===== src/rtl/sc_backg_shift_ctrl.sv =====
// Command-side sequencer for the background-pattern register: clear, load the
// fixed pattern, then issue timed one-cycle shift commands until stopped.
//
//   state   | meaning
//   IDLE    | waiting for start, level tracked silently
//   CLEAR   | clear strobe to the register, counters reset
//   LOAD    | load strobe with the fixed pattern on the data bus
//   RUN     | prescaler running, shift command at terminal count
//   PAUSE   | prescaler and ping-pong step count frozen
module sc_backg_shift_ctrl #(
  parameter int                         BACKG_DATAWIDTH    = 8,
  parameter int                         PRESC_WIDTH        = 24,
  parameter logic [PRESC_WIDTH-1:0]     SHIFT_PERIOD       = 24'd5000000,
  parameter logic [BACKG_DATAWIDTH-1:0] DATA_FIXED_PATTERN = 8'b00011000
) (
  input  logic                       SC_BACKGCTRL_CLOCK_50,
  input  logic                       SC_BACKGCTRL_RESET_InHigh,
  input  logic                       SC_BACKGCTRL_start_InLow,
  input  logic                       SC_BACKGCTRL_stop_InLow,
  input  logic                       SC_BACKGCTRL_pause_InLow,
  input  logic [1:0]                 SC_BACKGCTRL_mode_InBUS,
  input  logic [1:0]                 SC_BACKGCTRL_level_InBUS,
  output logic                       SC_BACKGCTRL_clear_OutLow,
  output logic                       SC_BACKGCTRL_load_OutLow,
  output logic [1:0]                 SC_BACKGCTRL_shiftselection_OutBUS,
  output logic [BACKG_DATAWIDTH-1:0] SC_BACKGCTRL_data_OutBUS,
  output logic                       SC_BACKGCTRL_transition_Out,
  output logic                       SC_BACKGCTRL_busy_Out
);

  localparam int                     STEP_W     = $clog2(BACKG_DATAWIDTH);
  localparam logic [PRESC_WIDTH-1:0] PRESC_LAST = SHIFT_PERIOD - PRESC_WIDTH'(1);
  localparam logic [STEP_W-1:0]      STEP_LAST  = STEP_W'(BACKG_DATAWIDTH - 2);

  typedef enum logic [2:0] {
    S_IDLE,
    S_CLEAR,
    S_LOAD,
    S_RUN,
    S_PAUSE
  } state_t;

  state_t                 state_q, state_d;
  logic [PRESC_WIDTH-1:0] presc_q, presc_d, presc_next;
  logic [STEP_W-1:0]      stepcnt_q, stepcnt_d;
  logic                   pp_dir_q, pp_dir_d;
  logic [1:0]             level_q, level_d;
  logic [1:0]             shiftsel_q, shiftsel_d;
  logic                   transition_q, transition_d;
  logic [1:0]             shift_code;

  always_comb begin
    state_d      = state_q;
    presc_d      = presc_q;
    stepcnt_d    = stepcnt_q;
    pp_dir_d     = pp_dir_q;
    level_d      = level_q;
    shiftsel_d   = 2'b00;
    transition_d = 1'b0;
    presc_next   = (presc_q == PRESC_LAST) ? '0 : presc_q + PRESC_WIDTH'(1);

    case (SC_BACKGCTRL_mode_InBUS)
      2'b01:   shift_code = 2'b01;
      2'b10:   shift_code = 2'b10;
      2'b11:   shift_code = pp_dir_q ? 2'b10 : 2'b01;
      default: shift_code = 2'b00;
    endcase

    // pp_dir 0 = left; counters restart on every pass through CLEAR
    if (state_q == S_CLEAR) begin
      presc_d   = '0;
      stepcnt_d = '0;
      pp_dir_d  = 1'b0;
    end

    if (state_q == S_IDLE) begin
      level_d = SC_BACKGCTRL_level_InBUS;
      if (!SC_BACKGCTRL_start_InLow) state_d = S_CLEAR;
    end else if (SC_BACKGCTRL_level_InBUS != level_q) begin
      level_d      = SC_BACKGCTRL_level_InBUS;
      transition_d = 1'b1;
      state_d      = S_CLEAR;
    end else if (!SC_BACKGCTRL_stop_InLow) begin
      state_d = S_IDLE;
    end else begin
      case (state_q)
        S_CLEAR: state_d = S_LOAD;
        S_LOAD:  state_d = S_RUN;
        S_RUN: begin
          if (!SC_BACKGCTRL_pause_InLow) begin
            state_d = S_PAUSE;
          end else begin
            presc_d = presc_next;
            // shift command is registered so it lines up with the terminal count
            if (presc_next == PRESC_LAST) begin
              shiftsel_d = shift_code;
              if (SC_BACKGCTRL_mode_InBUS == 2'b11) begin
                if (stepcnt_q == STEP_LAST) begin
                  stepcnt_d = '0;
                  pp_dir_d  = ~pp_dir_q;
                end else begin
                  stepcnt_d = stepcnt_q + STEP_W'(1);
                end
              end
            end
          end
        end
        S_PAUSE: if (SC_BACKGCTRL_pause_InLow) state_d = S_RUN;
        default: state_d = S_IDLE;
      endcase
    end
  end

  always_ff @(posedge SC_BACKGCTRL_CLOCK_50) begin
    if (SC_BACKGCTRL_RESET_InHigh) begin
      state_q      <= S_IDLE;
      presc_q      <= '0;
      stepcnt_q    <= '0;
      pp_dir_q     <= 1'b0;
      level_q      <= SC_BACKGCTRL_level_InBUS;
      shiftsel_q   <= 2'b00;
      transition_q <= 1'b0;
    end else begin
      state_q      <= state_d;
      presc_q      <= presc_d;
      stepcnt_q    <= stepcnt_d;
      pp_dir_q     <= pp_dir_d;
      level_q      <= level_d;
      shiftsel_q   <= shiftsel_d;
      transition_q <= transition_d;
    end
  end

  assign SC_BACKGCTRL_clear_OutLow          = (state_q != S_CLEAR);
  assign SC_BACKGCTRL_load_OutLow           = (state_q != S_LOAD);
  assign SC_BACKGCTRL_data_OutBUS           = (state_q == S_LOAD) ? DATA_FIXED_PATTERN : '0;
  assign SC_BACKGCTRL_shiftselection_OutBUS = shiftsel_q;
  assign SC_BACKGCTRL_transition_Out        = transition_q;
  assign SC_BACKGCTRL_busy_Out              = (state_q != S_IDLE);

endmodule


===== config.mk =====
export PLATFORM = sky130hd
export DESIGN_NAME = sc_backg_shift_ctrl
export DESIGN_NICKNAME = d
export VERILOG_FILES = /design/src/rtl/sc_backg_shift_ctrl.sv
export SDC_FILE = /design/constraint.sdc
export NUM_CORES = 1
export LEC_CHECK = 0
export BUFFER_PORTS_ARGS = -buffer_cell sky130_fd_sc_hd__buf_2
export CAP_MARGIN = 20
export CELL_PAD_IN_SITES_DETAIL_PLACEMENT = 1
export CELL_PAD_IN_SITES_GLOBAL_PLACEMENT = 1
export CORE_ASPECT_RATIO = 0.7
export CORE_MARGIN = 2
export CORE_UTILIZATION = 44
export CTS_CLUSTER_SIZE = 16
export DETAILED_ROUTE_END_ITERATION = 8
export GPL_TIMING_DRIVEN = 0
export PLACE_DENSITY_LB_ADDON = 0.08
export SLEW_MARGIN = 0
export SYNTH_ARGS = -nofsm -noshare
export SYNTH_HDL_FRONTEND = slang
export SYNTH_SLANG_ARGS = --single-unit

===== constraint.sdc =====
create_clock -name SC_BACKGCTRL_CLOCK_50 -period 3.05 [get_ports SC_BACKGCTRL_CLOCK_50]
set_input_delay 0.4575 -clock SC_BACKGCTRL_CLOCK_50 [delete_from_list [all_inputs] [get_ports SC_BACKGCTRL_CLOCK_50]]
set_output_delay 0.4575 -clock SC_BACKGCTRL_CLOCK_50 [all_outputs]
set_load 0.05 [all_outputs]

==> flow_summary.json, run 1 <==
{
  "run_status": "completed",
  "crit_end": "stepcnt_q[2]",
  "grt_overflow_total": 0,
  "yosys.area.top_type": "dfxtp_1",
  "synthDistinctLibCells": 57,
  "wl_per_cell_um": 18.06,
  "drt_iter0_drc": 122,
  "place_inst": 410,
  "core_area_um2": 5285,
  "fp.dieH_um": 66.30,
  "row_count": 22,
  "fin_skew_ns": 0.009386,
  "initial_utilization_pct": 46.16,
  "gp_congestion": 0.8424,
  "grt_pass1_wl_mm": 12.15,
  "yosysTopAreaCellShare_pct": 27.90,
  "antenna_cells": 0,
  "grt_pass1_vias": 2367,
  "clk_latency_ns": 0.30,
  "holdCritPathClass": "primary input to register",
  "yosys_warnings": 0,
  "path_buf_inv": 1,
  "ys_seq_area_share_pct": 30.36,
  "routed_wl_mm": 7.532,
  "synth-seq-cells": 36,
  "cp_max_fo": 7,
  "die_w_um": 93.01,
  "clock-sinks": 36,
  "clk_path_buf_depth": 2,
  "crit_chain": "clkbuf_1 > nand3_1 > or4_4 > o41ai_4 > nor4b_4 > nand3_2 > or3_1 > a21oi_2",
  "rrSetupSlack_ns": 0.17,
  "end_kind": "register",
  "synth-edff-count": 2,
  "syn_to_final_growth_pct": 14.41,
  "hold_viol_final": 0,
  "dr.pass1.iters": 5,
  "yosys-top-cells-area": "dfxtp_1, a21oi_1, nand2_1, nor2_1, nor3_1",
  "p_leak_uw": 0.0009813,
  "ir_worst_vdd_mv": 0.2493,
  "worstRegToRegCells": 8,
  "synthFlopType": "dfxtp_1",
  "grt_antenna_before_repair": 0,
  "layoutNonFillerInstCount": 417,
  "r2r-end": "stepcnt_q[2]",
  "viasPerCell": 5.978,
  "worstPathArrival_ns": 3.11,
  "finalSetupTns_ns": 0,
  "setup_violations": 0,
  "io_buffers": 15,
  "drc": 0,
  "fin_crit_sh_pct": 94.42,
  "h-tree-depth": 2,
  "slew_viol_final": 0,
  "crit_family": "simple AND/OR/NAND/NOR gates",
  "cts_root_buf": "clkbuf_8",
  "cp_slowest_cell": "or4_4",
  "cp_slowest_stage_delay_ns": 0.61,
  "fin_crit_ns": 2.880,
  "critical_path_class": "register to register",
  "synth_area_um2": 2440,
  "postSynthAreaPerCell_um2": 7.672,
  "worst_slew_pin_slew_ns": 0.7754,
  "nets": 354,
  "rr_startpoint": "presc_q[9]",
  "die_area_um2": 6166,
  "yosys-top-cells-count": "dfxtp_1, nand2_1, nor2_1",
  "fmax_mhz": 347.3,
  "hold_buffers": 0,
  "pwr_density_cell_nw_per_um2": 378.2,
  "grt_max_degree": 13,
  "required_ns": 3.28,
  "grt_usage_pct": 25.64,
  "cts_inserted_buffers": 5,
  "vias": 2493,
  "slew_headroom_pct": 48.11,
  "cp_num_cells": 8,
  "cts_tree": "yes",
  "ant_nets": 0,
  "start_kind": "register",
  "clk_pin_slew_ns": 0.08,
  "maxCapViolations": 0,
  "io_pins": 23,
  "startpoint": "presc_q[9]",
  "synth_most_common_cell": "dfxtp_1",
  "drive_above_1_share_pct": 16.52,
  "synthCells": 318,
  "async_flop_share_pct": 0,
  "dp_hpwl_mm": 5.429
}
## layout by cell type (no fill, tap or decap), types with 3 or more instances in the layout
cell | synthesis | final
nor3_1 | 21 | 19
or4_1 | 3 | 3
and3_1 | 10 | 10
nor4_1 | 6 | 4
inv_1 | 9 | 9
clkbuf_1 | 16 | 14
dfxtp_1 | 34 | 34
nand3_1 | 14 | 14
xnor2_1 | 9 | 9
nand4b_1 | 4 | 4
nand2_1 | 33 | 33
conb_1 | 1 | 6
nand4_1 | 8 | 8
xor2_1 | 5 | 5
nor2_1 | 32 | 32
a41oi_1 | 6 | 6
or3_1 | 7 | 7
a21oi_1 | 26 | 26
nor3_2 | 2 | 3
a211oi_1 | 3 | 3
buf_2 | 4 | 19
a311oi_1 | 3 | 3
o21ai_0 | 12 | 12
clkbuf_8 | 0 | 5
buf_4 | 7 | 8
## flip-flops by register name, summed over array words and instances (netlist names)
signal / count
presc_q: 24
state_q: 3
stepcnt_q: 3
SC_BACKGCTRL_shiftselection_OutBUS: 2
level_q: 2
SC_BACKGCTRL_transition_Out: 1
pp_dir_q: 1
## report_power, final
group	leakage (µW)	total, µW	switching, µW	internal [µW]
clock	0.0000541	432	190	242
combinational	0.000632	139	107	32.4
sequential	0.000295	484	4.05	480
total	0.000981	1060	301	755
## per-layer routing
metal	global-route usage, %	part of all wire [%]	vias up
met2	39.67	45	58
li1	-	-	1206
met4	7.353	0.86	0
met1	36.55	49	1221
met5	0	0	-
met3	4.561	5.7	8
## worst min path at each step
stage                     slack [ns]                                    end                        start  depth (start not counted)
after floorplan                 0.45  SC_BACKGCTRL_shiftselection_OutBUS[0]                     pp_dir_q                          1
after detailed placement        0.48  SC_BACKGCTRL_shiftselection_OutBUS[0]                     pp_dir_q                          1
after global placement          0.48  SC_BACKGCTRL_shiftselection_OutBUS[0]                     pp_dir_q                          1
after CTS                       0.35  SC_BACKGCTRL_shiftselection_OutBUS[0]   SC_BACKGCTRL_mode_InBUS[1]                          2
final                           0.35  SC_BACKGCTRL_shiftselection_OutBUS[0]   SC_BACKGCTRL_mode_InBUS[1]                          2
after global routing            0.36                             level_q[1]  SC_BACKGCTRL_level_InBUS[1]                          1
## final cells by class
cell class,count,area (µm²)
multi-input combinational,251,1608
buffer,25,125.1
inverter,9,33.78
fill,680,2494
clock inverter,3,42.54
clock buffer,5,68.82
tap,72,90.09
sequential,36,740.7
timing repair buffer,16,82.58
## timing repair
item / in CTS / in global routing
gates resized for setup: 2 / 7
pin swaps: 0 / 2
setup endpoints to repair: 8 / 4
buffers inserted: 0 / 1
cloned: 0 / 0
## stage by stage
stage | hold WS [ns] | cell area (µm²) | setup WS [ns] | util, % | power [µW]
5_1_grt | 0.3621 | 2791 | -0.01200 | 52.82 | 1093
3_5_place_dp | 0.4833 | 2624 | -0.1060 | 49.64 | 632.4
4_1_cts | 0.3481 | 2746 | 0.04984 | 51.96 | 1061
6_report | 0.3520 | 2791 | 0.1703 | 52.82 | 1056
3_3_place_gp | 0.4804 | 2624 | 0.02348 | 49.64 | 629.2
2_1_floorplan | 0.4458 | 2459 | 0.4147 | - | 594.0
## cells by family after synthesis
logic type               after synthesis  synth area share [%]
XOR/XNOR                              14                 5.026
multiplexers                           4                 1.744
buffers and inverters                 36                 6.821
AO/OA/AOI/OAI                         61                 16.46
AND/OR/NAND/NOR                      164                 38.51
other                                  1                0.1537
flip-flops                            36                 30.36
adder cells (fa/ha/maj)                2                0.9230
## worst register-to-register path, stage by stage, from the launching register on
cell	delay (ns)
dfxtp_1	0.31
clkbuf_1	0.26
nand3_1	0.25
or4_4	0.61
o41ai_4	0.34
nor4b_4	0.33
nand3_2	0.18
or3_1	0.40
a21oi_2	0.14
Note: power is estimated with default switching activity, not from simulation.
==> run 2: changes to the inputs <==
CORE_ASPECT_RATIO = 0.8   (was 0.7)
CORE_UTILIZATION = 45   (was 44)
CTS_BUF_LIST = sky130_fd_sc_hd__clkbuf_4   (was default)
==> run 2 against run 1 <==
- count of clock-buffer cells in the layout is the same
- design area shrank 1.8%
- power shrank 7.4%
- core utilization grew 0.68 points
- first-iteration DRC count grew 11%
- maximum frequency shrank 1.5%
- final cell count shrank 1.9%
- register-to-register slack lost 0.04 ns
- clock power shrank 18%
- sequential power is essentially flat
- global-route usage shrank 0.14 points
==> flow_summary.json, run 2 (synthesis results as in run 1) <==
{
  "viasPerCell": 6.071,
  "gp_congestion": 0.8796,
  "syn_to_final_growth_pct": 12.31,
  "cp_slowest_cell": "or3_1",
  "dp_hpwl_mm": 5.419,
  "cp_slowest_stage_delay_ns": 0.41,
  "holdCritPathClass": "primary input to register",
  "slew_viol_final": 0,
  "grt_antenna_before_repair": 0,
  "crit_chain": "clkbuf_1 > nand4_1 > buf_4 > nor4_4 > xnor2_1 > nand3_1 > nor4b_4 > nand3_2 > or3_1 > a21oi_2",
  "top_register": "presc_q",
  "worstPathArrival_ns": 3.23,
  "fin_skew_ns": 0.007091,
  "row_count": 23,
  "fp.dieH_um": 69.86,
  "fin_crit_ns": 2.924,
  "largest_reg_flops": 24,
  "nFillCells": 649,
  "reg_top3": "presc_q (24), state_q (3), stepcnt_q (3)",
  "final_common_cell": "dfxtp_1",
  "hold_buffers": 0,
  "io_pins": 23,
  "pwr_density_cell_nw_per_um2": 356.7,
  "end_kind": "register",
  "grt_pass1_wl_mm": 12.01,
  "cts_root_buf": "clkbuf_4",
  "grt_usage_pct": 25.50,
  "hold_depth": 2,
  "clk_pin_slew_ns": 0.12,
  "slew_headroom_pct": 42.46,
  "clk_path_buf_depth": 2,
  "met2_usage_pct": 40.26,
  "grt_max_degree": 13,
  "run_status": "completed",
  "p_total_uw": 977.5,
  "cts_inserted_buffers": 5,
  "met1_usage_pct": 35.57,
  "maxCapViolations": 0,
  "routed_wl_mm": 7.467,
  "antenna_cells": 0,
  "core_area_um2": 5122,
  "met3_usage_pct": 3.901,
  "drc": 0,
  "h-tree-depth": 2,
  "grt_overflow_total": 0,
  "worstRegToRegCells": 10,
  "vias": 2483,
  "fin_crit_sh_pct": 95.86,
  "r2r-end": "stepcnt_q[2]",
  "hold_viol_final": 0,
  "required_ns": 3.35,
  "critical_path_class": "register to register",
  "final_cell_mix": "dfxtp_1, nand2_1, nor2_1",
  "start_kind": "register",
  "p_leak_uw": 0.0009638,
  "crit_family": "simple AND/OR/NAND/NOR gates",
  "io_buffers": 15,
  "die_area_um2": 6031,
  "min_to": "SC_BACKGCTRL_shiftselection_OutBUS[0]",
  "drt_iter0_drc": 136,
  "min_from": "SC_BACKGCTRL_mode_InBUS[1]",
  "cp_max_fo": 9,
  "worst_slew_pin_slew_ns": 0.8600,
  "finalSetupTns_ns": 0,
  "grt_pass1_vias": 2436,
  "initial_utilization_pct": 47.63,
  "setup_violations": 0,
  "clk_latency_ns": 0.36,
  "clock-sinks": 36,
  "drive_above_1_share_pct": 16.14,
  "path_buf_inv": 2,
  "rrSetupSlack_ns": 0.13,
  "ant_nets": 0,
  "rr_startpoint": "presc_q[10]",
  "nets": 356,
  "die_w_um": 86.33,
  "grt-busiest-layer": "met2",
  "dr.pass1.iters": 4,
  "cts_tree": "yes",
  "fmax_mhz": 342.0,
  "ir_worst_vdd_mv": 0.2228,
  "wl_per_cell_um": 18.26
}
run 2: cell count changes in the layout (fill, tap and decap cells not counted):
cell / delta
nor4_1: +1
nand4_4: -1
clkbuf_4: +5
clkbuf_1: +2
nor4_2: -1
clkbuf_8: -5
nand4_2: +1
run 2: final cells by class:
cell class	instances	area [µm²]	share of cell area (%)
multi-input combinational	251	1593	58.13
sequential	36	740.7	27.03
buffer	27	132.6	4.840
timing repair buffer	16	82.58	3.014
tap	62	77.57	2.831
clock inverter	3	42.54	1.553
clock buffer	5	37.54	1.370
inverter	9	33.78	1.233
run 2: power by group:
| part | switching, µW | internal [µW] |
|---|---|---|
| Clock | 183 | 171 |
| Combinational | 106 | 32.4 |
| Sequential | 4.46 | 481 |
| Total | 293 | 684 |
run 2: repair_timing:
item / CTS / global route
pin swaps: 0 / 2
setup endpoints to repair: 2 / 12
resized for setup: 1 / 6
buffers inserted: 0 / 1
run 2: per-layer routing:
layer / routed length [µm] / share of wire, %
met2: 3374 / 45
met5: 0 / 0
met4: 101 / 1.4
met3: 355 / 4.8
met1: 3636 / 49
run 2: how the worst max path moves through the flow:
stage / start / to / slack, ns / depth (start not counted)
final: presc_q[10] / stepcnt_q[2] / 0.13 / 10
after floorplan: presc_q[0] / stepcnt_q[2] / 0.41 / 9
after global routing: presc_q[10] / stepcnt_q[2] / -0.005 / 10
after CTS: state_q[2] / stepcnt_q[2] / 0.08 / 9
after global placement: presc_q[0] / stepcnt_q[2] / 0.03 / 9
after detailed placement: presc_q[0] / stepcnt_q[2] / -0.02 / 9
run 2: worst register-to-register path, cell delays in order (launching register included):
cell,delay (ns)
dfxtp_1,0.32
clkbuf_1,0.32
nand4_1,0.26
buf_4,0.23
nor4_4,0.28
xnor2_1,0.20
nand3_1,0.16
nor4b_4,0.36
nand3_2,0.19
or3_1,0.41
a21oi_2,0.13
run 2: stage by stage:
step / hold slack (ns) / worst slack, ns / util (%) / cells / area [µm²]
finish: 0.2857 / 0.1262 / 53.49 / 409 / 2740
global route: 0.2658 / -0.005033 / 53.49 / 409 / 2740
CTS: 0.2710 / 0.07565 / 52.66 / 408 / 2698
detailed placement: 0.4841 / -0.02158 / 50.98 / 400 / 2611
global placement: 0.4795 / 0.02693 / 50.98 / 400 / 2611
floorplan: 0.4458 / 0.4147 / - / 323 / 2459
==> run 3: changes to the inputs <==
--- a/config.mk
+++ b/config.mk
@@ -17,5 +17,5 @@
 export DETAILED_ROUTE_END_ITERATION = 8
 export GPL_TIMING_DRIVEN = 0
-export PLACE_DENSITY_LB_ADDON = 0.08
+export PLACE_DENSITY = 0.85
 export SLEW_MARGIN = 0
 export SYNTH_ARGS = -nofsm -noshare
==> constraint.sdc (replaced) <==
create_clock -name SC_BACKGCTRL_CLOCK_50 -period 3.05 [get_ports SC_BACKGCTRL_CLOCK_50]
set_input_delay 0.61 -clock SC_BACKGCTRL_CLOCK_50 [delete_from_list [all_inputs] [get_ports SC_BACKGCTRL_CLOCK_50]]
set_output_delay 0.61 -clock SC_BACKGCTRL_CLOCK_50 [all_outputs]
set_load 0.05 [all_outputs]
==> run 3 against run 2 <==
- critical path depth decreased by 2
- hold slack improved by 0.15 ns
- global-route usage increased by 0.68 points
- count of clock-buffer cells in the layout unchanged
- die area unchanged
- combinational power about the same
- largest cell class unchanged
- highest routed layer unchanged
==> flow_summary.json, run 3 (synthesis results as in run 1) <==
{
  "cts_tree": "yes",
  "viasPerCell": 6.240,
  "dp_hpwl_mm": 5.629,
  "placed_area_um2": 2611,
  "crit_family": "simple AND/OR/NAND/NOR gates",
  "nets": 355,
  "path_buf_inv": 1,
  "fp.dieH_um": 69.86,
  "startpoint": "presc_q[9]",
  "clock-sinks": 36,
  "io_pins": 23,
  "row_count": 23,
  "initial_utilization_pct": 47.63,
  "setup_violations": 0,
  "p_leak_uw": 0.0009868,
  "end_kind": "register",
  "slew_viol_final": 0,
  "pre_cts_ws_ns": -0.06404,
  "wl_per_cell_um": 19.12,
  "fin_skew_ns": 0.01935,
  "largest_reg_flops": 24,
  "ant_nets": 0,
  "worstPathArrival_ns": 3.25,
  "hold_buffers": 0,
  "reg_top3": "presc_q (24), state_q (3), stepcnt_q (3)",
  "fin_crit_ns": 2.950,
  "h-tree-depth": 2,
  "syn_to_final_growth_pct": 14.10,
  "crit_chain": "clkbuf_1 > nand3_1 > or4_4 > o41ai_4 > nor4b_4 > nand3_2 > or3_1 > a21oi_1",
  "clk_pin_slew_ns": 0.13,
  "critical_path_class": "register to register",
  "grt_pass1_vias": 2472,
  "die_area_um2": 6031,
  "setup_ws_ns": 0.09953,
  "hold_viol_final": 0,
  "holdCritPathClass": "primary input to register",
  "vias": 2546,
  "antenna_cells": 0,
  "run_status": "completed",
  "pwr_density_cell_nw_per_um2": 412.6,
  "clk_path_buf_depth": 2,
  "slew_headroom_pct": 51.59,
  "worst_slew_pin_slew_ns": 0.7235,
  "gp_congestion": 0.8921,
  "min_from": "SC_BACKGCTRL_mode_InBUS[1]",
  "start_kind": "register",
  "fmax_mhz": 338.9,
  "grt_usage_pct": 26.18,
  "die_w_um": 86.33,
  "top_register": "presc_q",
  "drt_iter0_drc": 187,
  "grt_antenna_before_repair": 0,
  "clk_latency_ns": 0.36,
  "final_cell_mix": "dfxtp_1, nand2_1, nor2_1",
  "drc": 0,
  "dr.pass1.iters": 4,
  "rr_startpoint": "presc_q[9]",
  "cts_root_buf": "clkbuf_4",
  "required_ns": 3.35,
  "grt_pass1_wl_mm": 12.68,
  "fin_crit_sh_pct": 96.74,
  "ir_worst_vdd_mv": 0.1879,
  "core_area_um2": 5122,
  "stdcell_area_um2": 2784,
  "routed_wl_mm": 7.802,
  "cts_inserted_buffers": 5,
  "cp_slowest_stage_delay_ns": 0.62,
  "drive_above_1_share_pct": 16.18,
  "maxCapViolations": 0,
  "cp_max_fo": 7,
  "grt_max_degree": 13,
  "final_common_cell": "dfxtp_1",
  "cp_slowest_cell": "or4_4",
  "grt_overflow_total": 0,
  "io_buffers": 15
}
## run 3: changes by cell type in the layout (fill, tap and decap cells not counted), sizes merged
| cell | previous run | this run |
|---|---|---|
| bufinv | 1 | 3 |
| clkbuf | 21 | 20 |
| clkinv | 1 | 0 |
| clkinvlp | 1 | 0 |
## run 3: power breakdown
group	internal [µW]	switching (µW)	total, µW	leakage (µW)
Sequential	481	4.24	485	0.000295
Clock	338	187	525	0.0000654
Combinational	32.4	106	139	0.000626
Total	851	298	1150	0.000987
## run 3: worst register-to-register path: cells and delay by family, from the launching register on
family                 cells  cell delay, ns
DFF                        1            0.32
buffers and inverters      1            0.28
AOI/OAI and AO/OA          2            0.53
and+or+nand+nor            5            1.78
## run 3: layout make-up
type	instances	area [µm²]
Buffer	26	128.9
Clock buffer	5	37.54
Clock inverter	3	90.09
Fill cell	661	2338
Inverter	9	33.78
Multi-Input combinational cell	251	1593
Sequential cell	36	740.7
Tap cell	62	77.57
Timing Repair Buffer	16	82.58
## run 3: worst paths after layout
kind	to	slack (ns)	depth (start not counted)
min reg2reg	SC_BACKGCTRL_shiftselection_OutBUS[0]	0.52	1
max	pp_dir_q	0.1	8
max reg2reg	pp_dir_q	0.1	8
min	SC_BACKGCTRL_shiftselection_OutBUS[0]	0.44	2
## run 3: what timing repair did
action,in CTS,in global routing
endpoints found under the setup margin,3,10
gates resized for setup,1,6
hold endpoints to repair,0,0
setup buffers,0,1
pin swaps,0,2
## run 3: through the flow
step | utilization [%] | hold slack [ns] | instances | power, µW | setup TNS (ns)
3_5_place_dp | 50.98 | 0.4963 | 400 | 630.5 | -0.1151
2_1_floorplan | - | 0.4458 | 323 | 594.0 | 0
6_report | 54.35 | 0.4355 | 408 | 1149 | 0
3_3_place_gp | 50.98 | 0.4767 | 400 | 626.9 | 0
4_1_cts | 53.59 | 0.4416 | 408 | 1148 | 0
5_1_grt | 54.35 | 0.4367 | 408 | 1182 | -0.02653
## run 3: metal layers
layer  wire length [µm]  GRT usage, %  up-vias
met4                112         5.729        0
met1               3694         36.93     1266
li1                   -             -     1211
met5                  0             0        -
met3                289         4.137       11
met2               3704         42.05       58
